<file path="src/rtl/sfp_ctrl.sv">
// SFP stage sequencer: walks a PSUM SRAM row range per command and drives
// the SFP lane controls, SRAM strobes and OFIFO pops with registered outputs.
module sfp_ctrl #(
    parameter int addr_bw = 11,
    parameter int len_bw  = 12
) (
    input  logic               clk,
    input  logic               reset_n,
    input  logic               start,
    input  logic [1:0]         mode,
    input  logic               leaky,
    input  logic [addr_bw-1:0] base_addr,
    input  logic [len_bw-1:0]  len,
    input  logic               ofifo_valid,
    output logic               ofifo_rd,
    output logic               sram_cen,
    output logic               sram_wen,
    output logic [addr_bw-1:0] sram_a,
    output logic               accum,
    output logic [1:0]         act_func,
    output logic               passthrough,
    output logic               out_valid,
    output logic               busy,
    output logic               done
);

    typedef enum logic [1:0] {S_IDLE, S_RD, S_WR, S_DONE} state_t;

    localparam logic [1:0] M_STORE = 2'd0;
    localparam logic [1:0] M_ACCUM = 2'd1;
    localparam logic [1:0] M_ACT   = 2'd2;
    localparam logic [1:0] M_READ  = 2'd3;

    state_t             r_state, w_state_nx;
    logic [1:0]         r_mode, w_mode_nx, w_mode_eff;
    logic [addr_bw-1:0] r_addr, w_addr_nx, w_acc_addr;
    logic [addr_bw-1:0] r_sram_a, w_sram_a;
    logic [len_bw-1:0]  r_rem, w_rem_nx, w_acc_rem;
    logic               r_cen, w_cen;
    logic               r_wen, w_wen;
    logic               r_pop, w_pop;
    logic               r_accum, w_accum;
    logic [1:0]         r_act, w_act;
    logic               r_pass, w_pass;
    logic               r_ov, w_ov;
    logic               r_busy, w_busy;
    logic               r_done, w_done;
    logic               w_fin, w_do_rd, w_do_wr, w_adv;

    // In IDLE the access uses the command inputs directly, later the counters.
    assign w_mode_eff = (r_state == S_IDLE) ? mode : r_mode;
    assign w_acc_addr = (r_state == S_IDLE) ? base_addr : r_addr;
    assign w_acc_rem  = (r_state == S_IDLE) ? len : r_rem;

    always_comb begin
        w_state_nx = r_state;
        w_mode_nx  = r_mode;
        w_addr_nx  = r_addr;
        w_rem_nx   = r_rem;
        w_fin      = 1'b0;
        w_do_rd    = 1'b0;
        w_do_wr    = 1'b0;
        w_ov       = 1'b0;
        w_accum    = r_accum;
        w_act      = r_act;
        w_pass     = r_pass;
        unique case (r_state)
            S_IDLE: begin
                if (start) begin
                    w_mode_nx = mode;
                    if (len == '0) begin
                        w_fin = 1'b1;
                    end else begin
                        w_addr_nx = base_addr;
                        w_rem_nx  = len;
                        w_pass    = (mode == M_STORE);
                        w_accum   = (mode == M_ACCUM);
                        unique case (mode)
                            M_ACT:   w_act = {1'b0, leaky};
                            M_READ:  w_act = 2'b10;
                            default: w_act = 2'b00;
                        endcase
                        if (mode == M_STORE) begin
                            w_state_nx = S_WR;
                            w_do_wr    = ofifo_valid;
                        end else begin
                            w_state_nx = S_RD;
                            w_do_rd    = 1'b1;
                        end
                    end
                end
            end
            S_RD: begin
                if (r_mode == M_READ) begin
                    w_ov = 1'b1;
                    if (r_rem == '0) w_fin = 1'b1;
                    else w_do_rd = 1'b1;
                end else begin
                    w_state_nx = S_WR;
                    w_do_wr    = (r_mode == M_ACT) || ofifo_valid;
                end
            end
            S_WR: begin
                // r_cen low here means this cycle carried the row's write.
                if (r_rem == '0) begin
                    w_fin = 1'b1;
                end else if (r_mode != M_STORE && !r_cen) begin
                    w_state_nx = S_RD;
                    w_do_rd    = 1'b1;
                end else begin
                    w_do_wr = (r_mode == M_ACT) || ofifo_valid;
                end
            end
            default: begin
                w_state_nx = S_IDLE;
            end
        endcase

        w_adv = w_do_wr || (w_do_rd && w_mode_eff == M_READ);
        if (w_adv) begin
            w_addr_nx = w_acc_addr + 1'b1;
            w_rem_nx  = w_acc_rem - 1'b1;
        end
        if (w_fin) begin
            w_state_nx = S_DONE;
            w_accum    = 1'b0;
            w_act      = 2'b00;
            w_pass     = 1'b0;
        end

        w_cen    = !(w_do_rd || w_do_wr);
        w_wen    = !w_do_wr;
        w_pop    = w_do_wr && (w_mode_eff != M_ACT);
        w_sram_a = w_cen ? r_sram_a : w_acc_addr;
        w_done   = w_fin;
        w_busy   = (w_state_nx == S_RD) || (w_state_nx == S_WR);
    end

    always_ff @(posedge clk) begin
        if (!reset_n) begin
            r_state  <= S_IDLE;
            r_mode   <= M_STORE;
            r_addr   <= '0;
            r_rem    <= '0;
            r_sram_a <= '0;
            r_cen    <= 1'b1;
            r_wen    <= 1'b1;
            r_pop    <= 1'b0;
            r_accum  <= 1'b0;
            r_act    <= 2'b00;
            r_pass   <= 1'b0;
            r_ov     <= 1'b0;
            r_busy   <= 1'b0;
            r_done   <= 1'b0;
        end else begin
            r_state  <= w_state_nx;
            r_mode   <= w_mode_nx;
            r_addr   <= w_addr_nx;
            r_rem    <= w_rem_nx;
            r_sram_a <= w_sram_a;
            r_cen    <= w_cen;
            r_wen    <= w_wen;
            r_pop    <= w_pop;
            r_accum  <= w_accum;
            r_act    <= w_act;
            r_pass   <= w_pass;
            r_ov     <= w_ov;
            r_busy   <= w_busy;
            r_done   <= w_done;
        end
    end

    assign ofifo_rd    = r_pop;
    assign sram_cen    = r_cen;
    assign sram_wen    = r_wen;
    assign sram_a      = r_sram_a;
    assign accum       = r_accum;
    assign act_func    = r_act;
    assign passthrough = r_pass;
    assign out_valid   = r_ov;
    assign busy        = r_busy;
    assign done        = r_done;

endmodule

</file>
<file path="config.mk">
export PLATFORM = sky130hd
export DESIGN_NAME = sfp_ctrl
export DESIGN_NICKNAME = d
export VERILOG_FILES = /design/src/rtl/sfp_ctrl.sv
export SDC_FILE = /design/constraint.sdc
export NUM_CORES = 1
export LEC_CHECK = 0
export ABC_AREA = 1
export ABC_CLOCK_PERIOD_IN_PS = 3300
export CELL_PAD_IN_SITES_DETAIL_PLACEMENT = 1
export CELL_PAD_IN_SITES_GLOBAL_PLACEMENT = 1
export CORE_MARGIN = 1.5
export CORE_UTILIZATION = 40
export DETAILED_ROUTE_END_ITERATION = 8
export GPL_ROUTABILITY_DRIVEN = 0
export GPL_TIMING_DRIVEN = 0
export PLACE_DENSITY = 0.85
export RECOVER_POWER = 100
export SETUP_SLACK_MARGIN = 0.15
export SLEW_MARGIN = 20
export SYNTH_ARGS = -nofsm -noshare
export SYNTH_HDL_FRONTEND = slang
export SYNTH_SLANG_ARGS = --single-unit
</file>
<file path="constraint.sdc">
create_clock -name clk -period 3.3 [get_ports clk]
set_clock_uncertainty 0.2 [all_clocks]
set_input_delay 0.33 -clock clk [delete_from_list [all_inputs] [get_ports clk]]
set_output_delay 0.33 -clock clk [all_outputs]
set_load 0.1 [all_outputs]
</file>
* Word level (Yosys, flattened, before mapping)
Index checks and enable logic that the tools add are counted.
Operators by class: add/subtract/negate cells 2, equal/unequal tests 12, muxes and demuxes 41, bitwise gates (word level) 2, reduce and logical (&&, ||, !) cells 22
Operators by type and width (number):
- $mux 12 | 5
- $mux 11 | 5
- $logic_not 12->1 | 2
- $mux 1 | 18
- $mux 2 | 8
- $eq 2x2->1 const B | 7
- $sub 12x1->12 const B | 1
- $add 11x1->11 const B | 1
- $pmux 1 s3 | 3
- $eq 2x1->1 const B | 3
- $pmux 2 s3 | 1
- $reduce_and 3->1 | 2
- $reduce_bool 2->1 | 3
- $logic_not 2->1 | 2
- $logic_or 1x1->1 | 4
- $ne 2x2->1 const B | 2
- $pmux 2 s2 | 1
- $reduce_and 2->1 | 2
- $logic_and 1x1->1 | 3
- $logic_not 1->1 | 3
- $not 1->1 | 2
- $reduce_or 2->1 | 1
Storage, ports and cells: bits in registers 48, output and inout port bits 21, logic and storage cells 93

* Longest topological paths before layout
Gate-level depths: netlist of the first run.
word-level depth 9, mapped depth 15

* Worst setup path before layout of the first run
Ideal clock, no wire load.
path type register to register, start point register r_cen (netlist: sram_cen), end point register r_rem[3], library setup time 134 ps, arrival 1895 ps, required time 2966 ps, path slack 1072 ps, cell stages (with the launch flop) 11, clock period less this slack 2228 ps, path through dfxtp_1 -> nor2_1 -> nor2_1 -> nand3_1 -> nand2_2 -> nor2_8 -> nand2_4 -> buf_6 -> nand2_1 -> nand2_1 -> a21oi_1
Between the ends: longest elaborated chain between the ends 9, elaborated cells between the ends (all ways) 15
RTL lines:
- start, declared | line 39 | logic r_cen, w_cen;
- start signal, assigned | line 161 | r_cen <= w_cen;
- $logic_not 1->1 (*) | line 107 | end else if (r_mode != M_STORE && !r_cen) begin
- $logic_and 1x1->1 (*) | line 107
- $mux 1 | line 107
- $mux 1 | line 105 | if (r_rem == '0) begin
- $pmux 1 s3 | line 67 | unique case (r_state)
- $logic_and 1x1->1 | line 119 | w_adv = w_do_wr || (w_do_rd && w_mode_eff == M_READ);
- $logic_or 1x1->1 (*) | line 119
- $ne 2x2->1 (no source line) / $reduce_bool 2->1 (equally long branches)
- $reduce_and 3->1 (no source line)
- end signal, assigned | line 159 | r_rem <= w_rem_nx;
- end, declared | line 38 | logic [len_bw-1:0] r_rem, w_rem_nx, w_acc_rem;
Every way passes the cells marked *; elsewhere a longest branch is shown, timed or not. A chain may end at the register's enable or synchronous reset.

* Worst setup path in the final report of the first run
start point register r_state[0], end point register r_addr[1]
Between the ends: longest elaborated chain between the ends 7, elaborated cells between the ends (all ways) 16
RTL lines:
- start, declared | line 34 | state_t r_state, w_state_nx;
- start signal, assigned | line 156 | r_state <= w_state_nx;
- parallel branches: the longest is 7 deep, another holds $add 11x1->11
- end signal, assigned | line 158 | r_addr <= w_addr_nx;
- end, declared | line 36 | logic [addr_bw-1:0] r_addr, w_addr_nx, w_acc_addr;
Parallel ways; which one is timed is not known.

==> results.py, run 1 <==
metrics = {
    "status": {
        "status": "complete, no violations",
    },
    "timing": {
        "finalHoldViolations": 0,
        "rsz0062_at_grt": "no",
        "slew_viol_final": 0,
        "timing.final.crit_period_ns": 2.77,
        "finalCritPeriodShare_pct": 83.9,
        "setup_viol": 0,
        "slew_headroom_pct": 34.0,
        "finalSetupTns_ns": 0,
        "fmax_ghz": 0.361,
        "worst_slack_ns": 0.530,
        "worst_pin_slew_ns": 0.987,
    },
    "worst_setup_path": {
        "path_buf_inv": 3,
        "crit_type": "flop to flop",
        "crit_chain": "inv_1, nand2_1, nor2_1, nand2_1, inv_1, clkbuf_1, o21ai_0, o21ai_0, nor2_1",
        "cpPeakStageDelay_ns": 0.44,
        "cp_max_fo": 10,
        "reg2regPathDepth": 9,
        "critPathArrivalTime_ns": 2.77,
        "worstSetupPathDepth": 9,
        "crit_slowest_cell": "clkbuf_1",
        "required_ns": 3.30,
        "worstSetupEndpointType": "flop",
        "cp_top_family": "simple AND/OR/NAND/NOR gates",
        "start_kind": "flop",
    },
    "die": {
        "num_io_pins": 51,
        "core_area_sq_mm": 0.00765,
        "start_util_pct": 41.1,
        "die_area_sq_mm": 0.00839,
        "die_w_microns": 91.6,
        "row_count": 32,
        "die_h_microns": 91.6,
    },
    "placed_design": {
        "dp_hpwl_microns": 8160,
        "dpl.cell_count": 642,
        "dpl_cell_area_sq_mm": 0.00376,
        "portBuffers": 49,
        "dp_slack_ns": 0.627,
    },
    "synthesis": {
        "avgSynthCellArea_sq_um": 6.40,
        "synthMostInstantiatedCell": "nand2_1",
        "synth-edff-count": 0,
        "synth-seq-cells": 48,
        "synth_cell_type_count": 37,
        "synthArstFlopShare_pct": 0,
        "synth_common_cells": "nand2_1, nor2_1, dfxtp_1, inv_1, nand3_1",
        "syn_area_sq_mm": 0.00314,
        "synth_cells": 491,
        "yosys_most_used_dff": "dfxtp_1",
        "synth.yosys.seq_area_share_pct": 30.6,
        "ys_warn_count": 0,
        "ys_top_cells_by_area": "dfxtp_1, nand2_1, nor2_1",
        "syn_nets": 523,
        "yosysTopAreaCell": "dfxtp_1",
        "synth_top_area_share_pct": 30.6,
    },
    "finish": {
        "syn2layout_area_growth_pct": 22.4,
        "n_antenna_cell": 0,
        "final_nets": 579,
        "postLayoutCellArea_sq_mm": 0.00384,
        "drive_gt1_share_pct": 9.85,
        "fill_cells": 1072,
        "instances_no_fill": 650,
    },
    "power": {
        "ir_drop_mv": 0.399,
        "leakage_nw": 1.75,
        "p_total_w": 0.00276,
        "powerDensity_mw_per_mm2": 718,
    },
    "drt": {
        "dr.pass1.iters": 4,
        "drt_iter0_drc": 186,
        "drtAntennaViolNets": 0,
        "vias": 3474,
        "drc": 0,
        "viasPerCell": 5.34,
        "wirelength_microns": 11100,
        "wl_per_cell_microns": 17.1,
    },
    "clock_tree": {
        "cts-root-buf": "clkbuf_8",
        "cts_tree": "yes",
        "clock_latency_ns": 0.31,
        "path_clk_slew_ns": 0.10,
        "clock_path_buffers": 2,
        "cts.sinks": 48,
        "hold_buffers": 0,
        "cts_setup_buffers": 0,
        "cts_resized": 0,
        "cts-htree-levels": 2,
        "numCtsBuffers": 5,
    },
    "global_route": {
        "grt_start_max_net_pins": 17,
        "overflow": 0,
        "grt_antenna_before_repair": 0,
        "grt_pass1_wl_microns": 18100,
        "groute.usage.overall_pct": 27.4,
        "grt_pass1_vias": 3660,
    },
    "hold_path": {
        "whs_path_depth": 2,
        "hold_class": "flop to flop",
    },
    "flow_run": {
        "max-cap-violations": 0,
    },
}
==> per-stage QoR <==
| step | util (%) | hold slack (ns) |
|---|---|---|
| 2_1_floorplan | - | 0.272 |
| 3_3_place_gp | 49.1 | 0.251 |
| 3_5_place_dp | 49.1 | 0.268 |
| 4_1_cts | 50.9 | 0.287 |
| 5_1_grt | 50.2 | 0.297 |
| 6_report | 50.2 | 0.279 |
==> where the power goes <==
group          switching, W  total [W]  internal, W
clock network      0.000227   0.000532     0.000305
registers         0.0000758   0.000778     0.000702
logic               0.00104    0.00145     0.000415
total               0.00134    0.00276      0.00142
==> cell type report <==
class | count | area, sq um | share of cell area (%)
plain buffers | 23 | 146 | 3.81
clock buffers | 5 | 68.8 | 1.79
clock inverters | 3 | 68.8 | 1.79
inverters | 49 | 184 | 4.79
multi-input cells | 371 | 1800 | 46.7
flip-flops and latches | 48 | 961 | 25.0
well taps | 102 | 128 | 3.32
repair buffers | 49 | 490 | 12.8
==> worst register-to-register path, delay by kind of cell, from the launching register on <==
kind	cells	cell delay (ns)
buffers and inverters	3	0.71
AO/OA/AOI/OAI	2	0.50
flip-flops	1	0.36
AND/OR/NAND/NOR	4	0.89
==> cells by family after synthesis <==
family / Yosys count / synth area share [%]
AOI/OAI and AO/OA: 80 / 14.7
buffers and inverters: 72 / 10.6
and+or+nand+nor: 276 / 39.8
DFF: 48 / 30.6
xor gates and xnor gates: 13 / 3.63
adders and majority gates: 2 / 0.797
==> cell usage in the layout (no fill, tap or decap), types with 6 or more instances in the layout <==
cell and n:
a21oi_1 32, clkdlybuf4s50_1 27, nor2_1 54, nand2_1 147, nand4_1 21, nand3_1 32
o21ai_0 24, o21ai_1 10, nand2_2 8, dlygate4sd3_1 22, inv_1 44, o21ai_2 7
clkbuf_1 6, dfxtp_1 48, buf_2 9, xor2_1 10
==> sequential cells by signal (all words and copies together) (netlist names) <==
signal / count
act_func: 2
accum: 1
sram_cen: 1
passthrough: 1
out_valid: 1
r_state: 2
ofifo_rd: 1
sram_wen: 1
r_rem: 12
busy: 1
r_mode: 2
done: 1
sram_a: 11
r_addr: 11
==> final timing paths <==
check                           slack [ns]   startpoint     endpoint
worst max-delay path                  0.53   r_state[0]    r_addr[1]
worst min-delay path                  0.28  act_func[1]  act_func[1]
worst max register to register        0.53   r_state[0]    r_addr[1]
worst min register to register        0.28  act_func[1]  act_func[1]
==> routing by layer <==
metal	vias to the layer above	GRT usage, %	part of all wire, %
met2	89	47.8	48
met3	15	3.60	3.8
met4	0	7.03	1.6
li1	1694	-	-
met1	1676	35.3	47
met5	-	0	0
No activity file was read; power rests on OpenSTA's default activity.
==> run 2: changes to the inputs <==
- ABC_CLOCK_PERIOD_IN_PS: 3300 -> 2500
- CORE_UTILIZATION: 40 -> 34
- PLACE_DENSITY: 0.85 -> 0.77
- clock period: 3.3 -> 2.5 ns (I/O delays scaled with it)
==> results.py, run 2 (synthesized netlist as in run 1, its figures left out) <==
metrics = {
    "clock_tree": {
        "cts-root-buf": "clkbuf_8",
        "hold_buffers": 0,
        "clock_path_buffers": 2,
        "cts-htree-levels": 2,
        "numCtsBuffers": 5,
        "path_clk_slew_ns": 0.10,
        "clock_latency_ns": 0.31,
        "cts_tree": "yes",
        "cts.sinks": 48,
    },
    "worst_setup_path": {
        "cp_max_fo": 2,
        "regToRegEndpoint": "r_addr[9]",
        "crit_type": "flop to output port",
        "cpPeakStageDelay_ns": 1.22,
        "reg2regPathDepth": 14,
        "start_kind": "flop",
        "reg2reg_slack_ns": 0.21,
        "critPathArrivalTime_ns": 1.92,
        "path_buf_inv": 1,
        "r2r-start": "r_state[1]",
        "cp_top_family": "buffers and inverters",
        "crit_chain": "dlygate4sd3_1",
        "required_ns": 2.05,
        "crit_slowest_cell": "dlygate4sd3_1",
        "worstSetupEndpointType": "output port",
    },
    "hold_path": {
        "hold_class": "primary input to flop",
        "holdPathEnd": "sram_a[10]",
        "whs_path_depth": 3,
        "hold_start": "reset_n",
    },
    "drt": {
        "wl_per_cell_microns": 16.5,
        "viasPerCell": 5.19,
        "vias": 3439,
        "drt_iter0_drc": 214,
        "drc": 0,
        "wirelength_microns": 11000,
        "dr.pass1.iters": 4,
        "drtAntennaViolNets": 0,
    },
    "timing": {
        "worst_pin_slew_ns": 1.00,
        "finalHoldViolations": 0,
        "slew_headroom_pct": 33.0,
        "slew_viol_final": 0,
        "setup_viol": 0,
        "timing.final.crit_period_ns": 2.37,
        "worst_slack_ns": 0.128,
        "finalCritPeriodShare_pct": 94.9,
        "rsz0062_at_grt": "yes",
        "fmax_ghz": 0.422,
    },
    "placed_design": {
        "dpl_cell_area_sq_mm": 0.00377,
        "dp_slack_ns": -0.0770,
        "dp_hpwl_microns": 8250,
        "portBuffers": 49,
    },
    "power": {
        "p_total_w": 0.00362,
        "powerDensity_mw_per_mm2": 917,
        "leakage_nw": 1.79,
        "ir_drop_mv": 0.486,
    },
    "finish": {
        "drive_gt1_share_pct": 12.6,
        "syn2layout_area_growth_pct": 25.6,
        "n_antenna_cell": 0,
        "utilization_pct": 44.6,
        "layout_common_cells": "nand2_1, nor2_1, dfxtp_1",
        "final_nets": 586,
        "postLayoutCellArea_sq_mm": 0.00395,
        "fill_cells": 1179,
        "largest_register_ffs": 12,
        "mostFrequentLayoutCell": "nand2_1",
        "top_register": "r_rem",
    },
    "flow_run": {
        "max-cap-violations": 0,
    },
    "die": {
        "core_area_sq_mm": 0.00885,
        "start_util_pct": 35.5,
        "die_h_microns": 99.1,
        "num_io_pins": 51,
        "die_w_microns": 99.1,
        "die_area_sq_mm": 0.00982,
        "row_count": 34,
    },
    "global_route": {
        "overflow": 0,
        "grt_pass1_vias": 3642,
        "grt_start_max_net_pins": 17,
        "grt_antenna_before_repair": 0,
        "groute.usage.overall_pct": 23.3,
        "grt_pass1_wl_microns": 18100,
    },
    "status": {
        "status": "complete, no violations",
    },
}
run 2: worst max path at each step:
stage               slack (ns)    endpoint  cells past startpoint       start
global placement         -0.02  r_addr[10]                     12     len[11]
finish                    0.13    sram_cen                      1    sram_cen
global route              0.03   r_addr[9]                     14  r_state[1]
detailed placement       -0.08   r_addr[5]                     12     len[11]
floorplan                 0.27    r_rem[3]                     10    sram_cen
CTS                       0.17  r_addr[10]                     15  r_state[0]
run 2: metal layers:
metal / global-route usage, % / up-vias / share of wire, %
li1: - / 1715 / -
met5: 0 / - / 0
met3: 2.60 / 6 / 3.6
met1: 30.5 / 1650 / 47
met4: 4.44 / 0 / 0.71
met2: 41.8 / 68 / 49
run 2: final cells by class:
type | instances | area [sq um] | share of cell area [%]
plain buffers | 23 | 159 | 4.03
clock buffers | 5 | 68.8 | 1.74
clock inverters | 3 | 46.3 | 1.17
inverters | 49 | 184 | 4.66
multi-input cells | 371 | 1850 | 46.8
flip-flops and latches | 48 | 961 | 24.4
well taps | 108 | 135 | 3.43
repair buffers | 56 | 543 | 13.8
run 2: timing repair:
action / CTS / global route
endpoints found under the setup margin: 0 / 24
buffers inserted: 0 / 7
resized for setup: 0 / 12
run 2: through the flow:
stage / TNS [ns] / std cells / hold WS [ns]
final: 0 / 663 / 0.202
after global routing: 0 / 663 / 0.266
after CTS: 0 / 656 / 0.225
after detailed placement: -0.659 / 648 / 0.261
after global placement: -0.171 / 648 / 0.255
after floorplan: 0 / 491 / 0.215
run 2: power by group:
group	switching (W)	internal, W
clock	0.000299	0.000302
combinational	0.00139	0.000603
sequential	0.0000987	0.000927
total	0.00179	0.00183
==> run 3: changes to the inputs <==
- ABC_AREA: 1 -> 0
- CORE_UTILIZATION: 34 -> 36
- GPL_TIMING_DRIVEN: 0 -> default
- PLACE_DENSITY: 0.77 -> default
- PLACE_DENSITY_LB_ADDON: default -> 0.1
==> results.py, run 3 <==
metrics = {
    "status": {
        "status": "finished with violations",
        "violations": "negative setup slack",
    },
    "global_route": {
        "overflow": 0,
        "grt_antenna_before_repair": 0,
        "grt_start_max_net_pins": 21,
        "grt_pass1_vias": 4431,
        "grt_pass1_wl_microns": 22800,
        "groute.usage.overall_pct": 30.2,
    },
    "worst_setup_path": {
        "path_buf_inv": 5,
        "crit_chain": "nor3_4, buf_4, and4b_2, buf_4, buf_4, or4_4, o221ai_4, buf_12, buf_6, nor3_2, nor3_1",
        "cp_top_family": "simple AND/OR/NAND/NOR gates",
        "crit_top_cell": "buf_4",
        "crit_type": "flop to flop",
        "start_kind": "flop",
        "required_ns": 2.54,
        "cpPeakStageDelay_ns": 0.55,
        "crit_slowest_cell": "or4_4",
        "cp_max_fo": 5,
        "critPathArrivalTime_ns": 2.71,
        "worstSetupEndpointType": "flop",
    },
    "finish": {
        "fill_cells": 1003,
        "top_register": "r_rem",
        "multi_input_area_sq_mm": 0.00256,
        "final_nets": 610,
        "syn2layout_area_growth_pct": 71.5,
        "ff_latch_area_sq_um": 983,
        "n_antenna_cell": 0,
        "drive_gt1_share_pct": 44.9,
        "mostFrequentLayoutCell": "buf_4",
        "layout_common_cells": "buf_4, nand2_1, dfxtp_1",
        "largest_register_ffs": 12,
        "utilization_pct": 63.3,
        "instances_no_fill": 687,
    },
    "power": {
        "ir_drop_mv": 0.492,
        "p_total_w": 0.00776,
        "leakage_nw": 2.27,
        "powerDensity_mw_per_mm2": 1420,
    },
    "timing": {
        "finalSetupTns_ns": -1.63,
        "holdWs_ns": 0.171,
        "rsz0062_at_grt": "yes",
        "finalHoldViolations": 0,
        "worst_pin_slew_ns": 1.20,
        "setup_viol": 28,
        "slew_viol_final": 0,
        "finalCritPeriodShare_pct": 107,
        "slew_headroom_pct": 20.1,
        "timing.final.crit_period_ns": 2.68,
        "worst_slack_ns": -0.177,
        "fmax_ghz": 0.374,
    },
    "synthesis": {
        "syn_area_sq_mm": 0.00319,
        "synth-seq-cells": 48,
        "yosys_most_used_dff": "dfxtp_1",
        "avgSynthCellArea_sq_um": 7.85,
        "synth_cell_type_count": 62,
        "synth.yosys.seq_area_share_pct": 30.2,
        "synthMostInstantiatedCell": "nand2_1",
        "syn_nets": 438,
        "ys_top_cells_by_area": "dfxtp_1, nand2_1, mux2i_1",
        "synth_cells": 406,
        "synth_top_area_share_pct": 30.2,
        "synth_common_cells": "nand2_1, dfxtp_1, nor2_1, a21oi_1, nor3_1",
        "yosysTopAreaCell": "dfxtp_1",
        "ys_warn_count": 0,
        "synthArstFlopShare_pct": 0,
        "synth-edff-count": 0,
    },
    "drt": {
        "dr.pass1.iters": 5,
        "viasPerCell": 6.14,
        "drt_iter0_drc": 270,
        "vias": 4219,
        "drtAntennaViolNets": 0,
        "wirelength_microns": 16500,
        "drc": 0,
        "wl_per_cell_microns": 24.1,
    },
    "die": {
        "core_area_sq_mm": 0.00864,
        "num_io_pins": 51,
        "die_h_microns": 97.1,
        "start_util_pct": 36.9,
        "die_area_sq_mm": 0.00943,
        "die_w_microns": 97.1,
        "row_count": 34,
    },
    "flow_run": {
        "max-cap-violations": 0,
    },
    "clock_tree": {
        "cts.sinks": 48,
        "cts_tree": "yes",
        "path_clk_slew_ns": 0.10,
        "numCtsBuffers": 5,
        "cts-htree-levels": 2,
        "cts-root-buf": "clkbuf_8",
        "clock_path_buffers": 2,
        "clock_latency_ns": 0.32,
    },
    "placed_design": {
        "dpl.cell_count": 630,
        "dp_hpwl_microns": 8660,
        "portBuffers": 50,
    },
    "hold_path": {
        "hold_class": "primary input to flop",
    },
}
-- run 3: where the power goes --
part / total, W / internal, W / switching [W]
clock network: 0.000542 / 0.000228 / 0.000313
registers: 0.00146 / 0.00109 / 0.000362
logic: 0.00576 / 0.00245 / 0.00331
-- run 3: area by class of cell --
type	count	area share, %
flip-flops and latches	48	18.0
well taps	108	2.47
inverters	7	0.481
repair buffers	195	30.5
multi-input cells	321	46.8
clock buffers	7	1.58
clock inverters	1	0.160
-- run 3: repair_timing --
action                                  4_1_cts  5_1_grt
resized for setup                            88       44
endpoints found under the setup margin       43       44
hold buffers                                  0        0
pin swaps                                    47       26
cloned                                        4        1
endpoints found under the hold margin         0        0
buffers inserted                             31       14
-- run 3: layer usage --
layer  up-vias  GRT usage (%)  part of all wire (%)
met5         -              0                     0
met4         0           16.7                   6.4
met3        85           5.32                   5.4
met2       216           54.6                    49
met1      2085           33.3                    39
li1       1833              -                     -
-- run 3: per-stage QoR --
step | setup WS (ns) | cell area, sq um
2_1_floorplan | -0.204 | 3430
3_3_place_gp | -0.446 | 4530
3_5_place_dp | -0.549 | 4530
4_1_cts | -0.0238 | 5200
5_1_grt | -0.277 | 5470
6_report | -0.177 | 5470
-- run 3: final timing paths --
check	startpoint	to	slack, ns	cells after the start
max	r_rem[3]	sram_a[1]	-0.18	11
min reg2reg	passthrough	passthrough	0.27	2
max reg2reg	r_rem[3]	sram_a[1]	-0.18	11
min	len[0]	r_rem[0]	0.17	4
-- run 3: kinds of logic (layout without fill, tap and decap cells) --
family	Yosys count	count (layout)	share of synthesized area (%)
AO/OA/AOI/OAI	92	92	22.7
XOR/XNOR	23	23	6.32
adder cells (fa/ha/maj)	2	2	0.785
buffers and inverters	37	210	4.99
flip-flops	48	48	30.2
multiplexers	20	20	6.36
AND/OR/NAND/NOR	184	184	28.7
-- run 3: worst register-to-register path, cell delays in order, from the launching register on --
cell,delay (ns)
dfxtp_2,0.40
nor3_4,0.05
buf_4,0.14
and4b_2,0.30
buf_4,0.17
buf_4,0.13
or4_4,0.55
o221ai_4,0.15
buf_12,0.17
buf_6,0.09
nor3_2,0.03
nor3_1,0.19
